## src/rtl/mem_bus_arbiter.sv

```systemverilog
// mem_bus_arbiter: two-master arbiter for the picorv32 native memory bus.
// Master 0 is the CPU and master 1 is the loader/DMA engine. Both masters
// share one downstream decoder port. Arbitration is round-robin by default,
// or master 0 wins every tie when FIXED_PRIO=1. The arbiter forces one idle
// cycle on s_valid between transactions, because slaves start an access on
// the rising edge of valid.
// Optional feature: define MEM_ARB_TIMEOUT_EN to enable the slave-response
// watchdog (TIMEOUT cycles; completes the access with ERR_RDATA and pulses
// err_timeout).
module mem_bus_arbiter #(
   parameter int          FIXED_PRIO = 0,
   parameter int          TIMEOUT    = 256,
   parameter logic [31:0] ERR_RDATA  = 32'hDEAD_BEEF
) (
   input  logic        clk,
   input  logic        reset,
   input  logic        m0_valid,
   output logic        m0_ready,
   input  logic [31:0] m0_addr,
   input  logic [31:0] m0_wdata,
   input  logic [3:0]  m0_wstrb,
   output logic [31:0] m0_rdata,
   input  logic        m1_valid,
   output logic        m1_ready,
   input  logic [31:0] m1_addr,
   input  logic [31:0] m1_wdata,
   input  logic [3:0]  m1_wstrb,
   output logic [31:0] m1_rdata,
   output logic        s_valid,
   input  logic        s_ready,
   output logic [31:0] s_addr,
   output logic [31:0] s_wdata,
   output logic [3:0]  s_wstrb,
   input  logic [31:0] s_rdata,
   output logic [1:0]  grant,
   output logic        err_timeout
);

   typedef enum logic [1:0] {IDLE, BUSY, GAP} state_t;

   state_t      state_q, state_d;
   logic [1:0]  grant_q, grant_d;
   logic        last_q, last_d;   // index of the master served most recently
   logic        sel_valid;
   logic        req_live;
   logic        to_hit;
   logic        done;
   logic [31:0] rd_mux;

   if (TIMEOUT < 2 || TIMEOUT > 65535) begin : g_bad_timeout
      $error("mem_bus_arbiter: TIMEOUT must be within 2..65535");
   end

   // The owner's request is still being held; dropping it aborts the access.
   assign sel_valid = (grant_q[0] & m0_valid) | (grant_q[1] & m1_valid);
   assign req_live  = (state_q == BUSY) & sel_valid;

`ifdef MEM_ARB_TIMEOUT_EN
   localparam logic [15:0] TO_LAST = 16'(TIMEOUT - 1);

   logic [15:0] cnt_q, cnt_d;

   // Watchdog counter: zeroed while idle, counts BUSY cycles without s_ready.
   always_comb begin
      cnt_d = cnt_q;
      if (state_q == IDLE)
         cnt_d = 16'd0;
      else if (state_q == BUSY && !s_ready)
         cnt_d = cnt_q + 16'd1;
   end

   // Watchdog counter register.
   always_ff @(posedge clk or posedge reset) begin
      if (reset)
         cnt_q <= 16'd0;
      else
         cnt_q <= cnt_d;
   end

   // A real s_ready in the expiry cycle wins over the watchdog.
   assign to_hit      = req_live & ~s_ready & (cnt_q == TO_LAST);
   assign err_timeout = to_hit;
`else
   assign to_hit      = 1'b0;
   assign err_timeout = 1'b0;
`endif

   assign done  = req_live & (s_ready | to_hit);
   assign grant = grant_q;

   // Request path: owner's fields go downstream, zeros while nobody owns the bus.
   always_comb begin
      s_addr  = 32'd0;
      s_wdata = 32'd0;
      s_wstrb = 4'd0;
      if (grant_q[0]) begin
         s_addr  = m0_addr;
         s_wdata = m0_wdata;
         s_wstrb = m0_wstrb;
      end else if (grant_q[1]) begin
         s_addr  = m1_addr;
         s_wdata = m1_wdata;
         s_wstrb = m1_wstrb;
      end
   end

   // Response path: only the owner sees ready/rdata; a timed-out read gets ERR_RDATA.
   always_comb begin
      rd_mux = s_rdata;
      if (to_hit)
         rd_mux = (s_wstrb == 4'd0) ? ERR_RDATA : 32'd0;
      s_valid  = req_live;
      m0_ready = grant_q[0] & done;
      m1_ready = grant_q[1] & done;
      m0_rdata = grant_q[0] ? rd_mux : 32'd0;
      m1_rdata = grant_q[1] ? rd_mux : 32'd0;
   end

   // Next-state logic: arbitrate in IDLE, hold the owner in BUSY, one GAP cycle.
   always_comb begin
      state_d = state_q;
      grant_d = grant_q;
      last_d  = last_q;
      case (state_q)
         IDLE: begin
            if (m0_valid || m1_valid) begin
               if (m0_valid && m1_valid)
                  last_d = (FIXED_PRIO == 0) ? ~last_q : 1'b0;
               else
                  last_d = m1_valid;
               grant_d = last_d ? 2'b10 : 2'b01;
               state_d = BUSY;
            end
         end
         BUSY: begin
            if (!sel_valid || s_ready || to_hit) begin
               grant_d = 2'b00;
               state_d = GAP;
            end
         end
         GAP: begin
            state_d = IDLE;
         end
         default: begin
            grant_d = 2'b00;
            state_d = IDLE;
         end
      endcase
   end

   // State registers; the pointer resets to master 1 so master 0 wins the first tie.
   always_ff @(posedge clk or posedge reset) begin
      if (reset) begin
         state_q <= IDLE;
         grant_q <= 2'b00;
         last_q  <= 1'b1;
      end else begin
         state_q <= state_d;
         grant_q <= grant_d;
         last_q  <= last_d;
      end
   end

endmodule

```

## config.mk

```make
export PLATFORM = sky130hd
export DESIGN_NAME = mem_bus_arbiter
export DESIGN_NICKNAME = d
export VERILOG_FILES = /design/src/rtl/mem_bus_arbiter.sv
export SDC_FILE = /design/constraint.sdc
export NUM_CORES = 1
export LEC_CHECK = 0
export ABC_AREA = 1
export CAP_MARGIN = 10
export CORE_AREA = 2 2 121 123
export CTS_CLUSTER_SIZE = 20
export DETAILED_ROUTE_END_ITERATION = 7
export DIE_AREA = 0 0 123 125
export SLEW_MARGIN = 5
export SYNTH_ARGS = -nofsm -noshare
export SYNTH_HDL_FRONTEND = slang
export SYNTH_SLANG_ARGS = --single-unit
export TNS_END_PERCENT = 10
```

## constraint.sdc

```tcl
create_clock -name clk -period 1.6 [get_ports clk]
set_input_delay 0.48 -clock clk [delete_from_list [all_inputs] [get_ports clk]]
set_output_delay 0.48 -clock clk [all_outputs]
set_load 0.1 [all_outputs]
```

==> impl_metrics.tcl <==
set metrics [dict create \
    status "complete, but fails checks" \
    violations "setup timing" \
    routed_wl_um 11910 \
    hp-class "input port to asynchronous set/reset pin" \
    fin_ws_ns -0.3554 \
    drt-vias-per-instance 4.017 \
    setup_viol_count_final 137 \
    max_cap_viol_count 0 \
    path_depth 5 \
    worstSetupPathType "register to output port" \
    synthTopCellsByArea "nand2_1, nand3_1, inv_1" \
    n_antenna_cell 0 \
    crit_family "flip-flops" \
    cts_tree "built" \
    r2r_cells 7 \
    synth_top_area_cell "nand2_1" \
    ios 311 \
    dieWidth_um 123 \
    rsz0062_at_grt "yes" \
    seq_area_frac_synth_pct 7.098 \
    nNetsFinal 890 \
    rows 44 \
    numPortBuffers 309 \
    wl_per_cell_um 13.23 \
    die_y_um 125 \
    max_freq_mhz 511.4 \
    layout-drive-gt1-share_pct 47.35 \
    skew_ns 0.002355 \
    max_stage_delay_ns 0.54 \
    crit_fanout 18 \
    yosys.area.top_type_share_pct 45.12 \
    yosysUniqueCellTypes 17 \
    maxSlewViolCount 0 \
    synth_flop_cell "dfrtp_1" \
    drtIter0Drc 101 \
    fp.dieArea_um2 15380 \
    min_period_ns 1.955 \
    grt_pass1_vias 3480 \
    insertion_delay_ns 0.23 \
    cts_made_buffers 3 \
    antenna_found_initial 0 \
    synth_seq_cells 5 \
    cp_num_buf_inv 3 \
    endpoint_kind "output port" \
    grt_pass1_wl_um 17720 \
    syn_area_um2 1780 \
    ctsRootBufferMaster "clkbuf_16" \
    area_growth_pct 315.5 \
    synth_most_common_cell "nand2_1" \
    path_clk_slew_ns 0.03 \
    htree_levels 1 \
    cp_slowest_cell "dfrtp_4" \
    hpwl_um 9723 \
    overflow 0 \
    worstSetupStartpointType "register" \
    drc 0 \
    ant_nets 0 \
    required_ns 1.12 \
    hold_viol 0 \
    synthArstFlopShare_pct 100.0 \
    crit_chain "buf_6 -> buf_4 -> nand2_1 -> nand2_1 -> buf_12" \
    dpl_cell_area_um2 6880 \
    vias 3615 \
    pre_cts_ws_ns -0.5883 \
    placed_cells 893 \
    post-route-period-util_pct 122.2 \
    synth_cells 401 \
    fin_cells 900 \
    syn_nets 574 \
    yosys-top-cells-count "nand2_1, nand3_1, inv_1, buf_4, buf_2" \
    fin_area_um2 7397 \
    initial_utilization_pct 12.54 \
    cts_sinks 5 \
    arrival_ns 1.48 \
    coreArea_um2 14200 \
    syn_area_per_cell_um2 4.440 \
    grt.total_usage_pct 14.39 \
    synth_edf_count 0 \
    dr.pass1.iters 4 \
    grt_max_degree 41 \
    cpMostUsedCell "nand2_1" \
    cts_buffer_depth 2 \
    gp_congestion 0.7905 \
    yosys_warnings 0 \
]
-- through the flow --
step / hold slack (ns) / TNS (ns) / util [%]
finish: 0.4550 / -34.58 / 52.08
global route: 0.5122 / -41.54 / 52.08
CTS: 0.4658 / -36.79 / 51.00
detailed placement: 0.4933 / -26.22 / 48.44
global placement: 0.4670 / -25.42 / 48.44
floorplan: 0.2578 / -72.82 / -
-- cell families after synthesis --
kind of cell	count (synthesis)	synth area share (%)
buffers and inverters	101	24.88
AOI/OAI and AO/OA	5	1.757
DFF	5	7.098
and+or+nand+nor	289	66.06
other	1	0.2106
-- routing by layer --
layer	global-route usage, %	routed length (um)	vias to the layer above
met4	2.874	150	0
met3	5.109	1302	10
met2	26.75	6278	181
met5	0	0	-
li1	-	-	1814
met1	15.47	4174	1610
-- state kept, by name, summed over array words and instances, names as in the netlist --
| name | flops |
|---|---|
| state_q | 2 |
| last_q | 1 |
| grant | 2 |
-- placed cells by master (no fill, tap or decap), types with 2 or more instances in the layout --
| cell | n |
|---|---|
| buf_4 | 13 |
| dlymetal6s2s_1 | 2 |
| o21ai_0 | 2 |
| nor2_4 | 2 |
| dfrtp_4 | 2 |
| buf_12 | 144 |
| nand3_1 | 57 |
| clkbuf_16 | 4 |
| nand3_2 | 6 |
| clkdlybuf4s50_1 | 159 |
| buf_16 | 2 |
| nand3_4 | 8 |
| inv_1 | 24 |
| nand2_4 | 7 |
| dlygate4sd2_1 | 11 |
| buf_6 | 9 |
| nand2_8 | 11 |
| inv_2 | 45 |
| nand2_1 | 115 |
| nand2_2 | 81 |
| dfrtp_1 | 2 |
-- final cells by class --
cell class                      count  area, um2
Timing Repair Buffer              341       4875
Clock buffer                        4      78.83
Fill cell                        1323       6807
Inverter                           71      281.5
Sequential cell                     5      133.9
Tap cell                          184      230.2
Multi-Input combinational cell    295       1798
-- path summary, 6_finish.rpt --
path / slack [ns] / from / to
min in group clk: 0.49 / last_q$_DFFE_PP1P_ / last_q$_DFFE_PP1P_
worst min register to register: 0.49 / last_q$_DFFE_PP1P_ / last_q$_DFFE_PP1P_
worst max-delay path: -0.36 / grant[0]$_DFFE_PP0P_ / s_wdata[13]
worst max register to register: 0.35 / grant[0]$_DFFE_PP0P_ / grant[1]$_DFFE_PP0P_
max in group asynchronous: 0.91 / reset / last_q$_DFFE_PP1P_
worst min-delay path: 0.46 / reset / grant[1]$_DFFE_PP0P_
-- what timing repair did --
action	CTS	global route
hold buffers	0	0
endpoints found under the setup margin	136	137
resized for setup	151	29
setup buffers	1	0
cloned	1	1
pin swaps	4	5
Power is left out: the tool's default activity adds up to more than one toggle a clock period on the data nets, which glitch-free logic cannot reach.
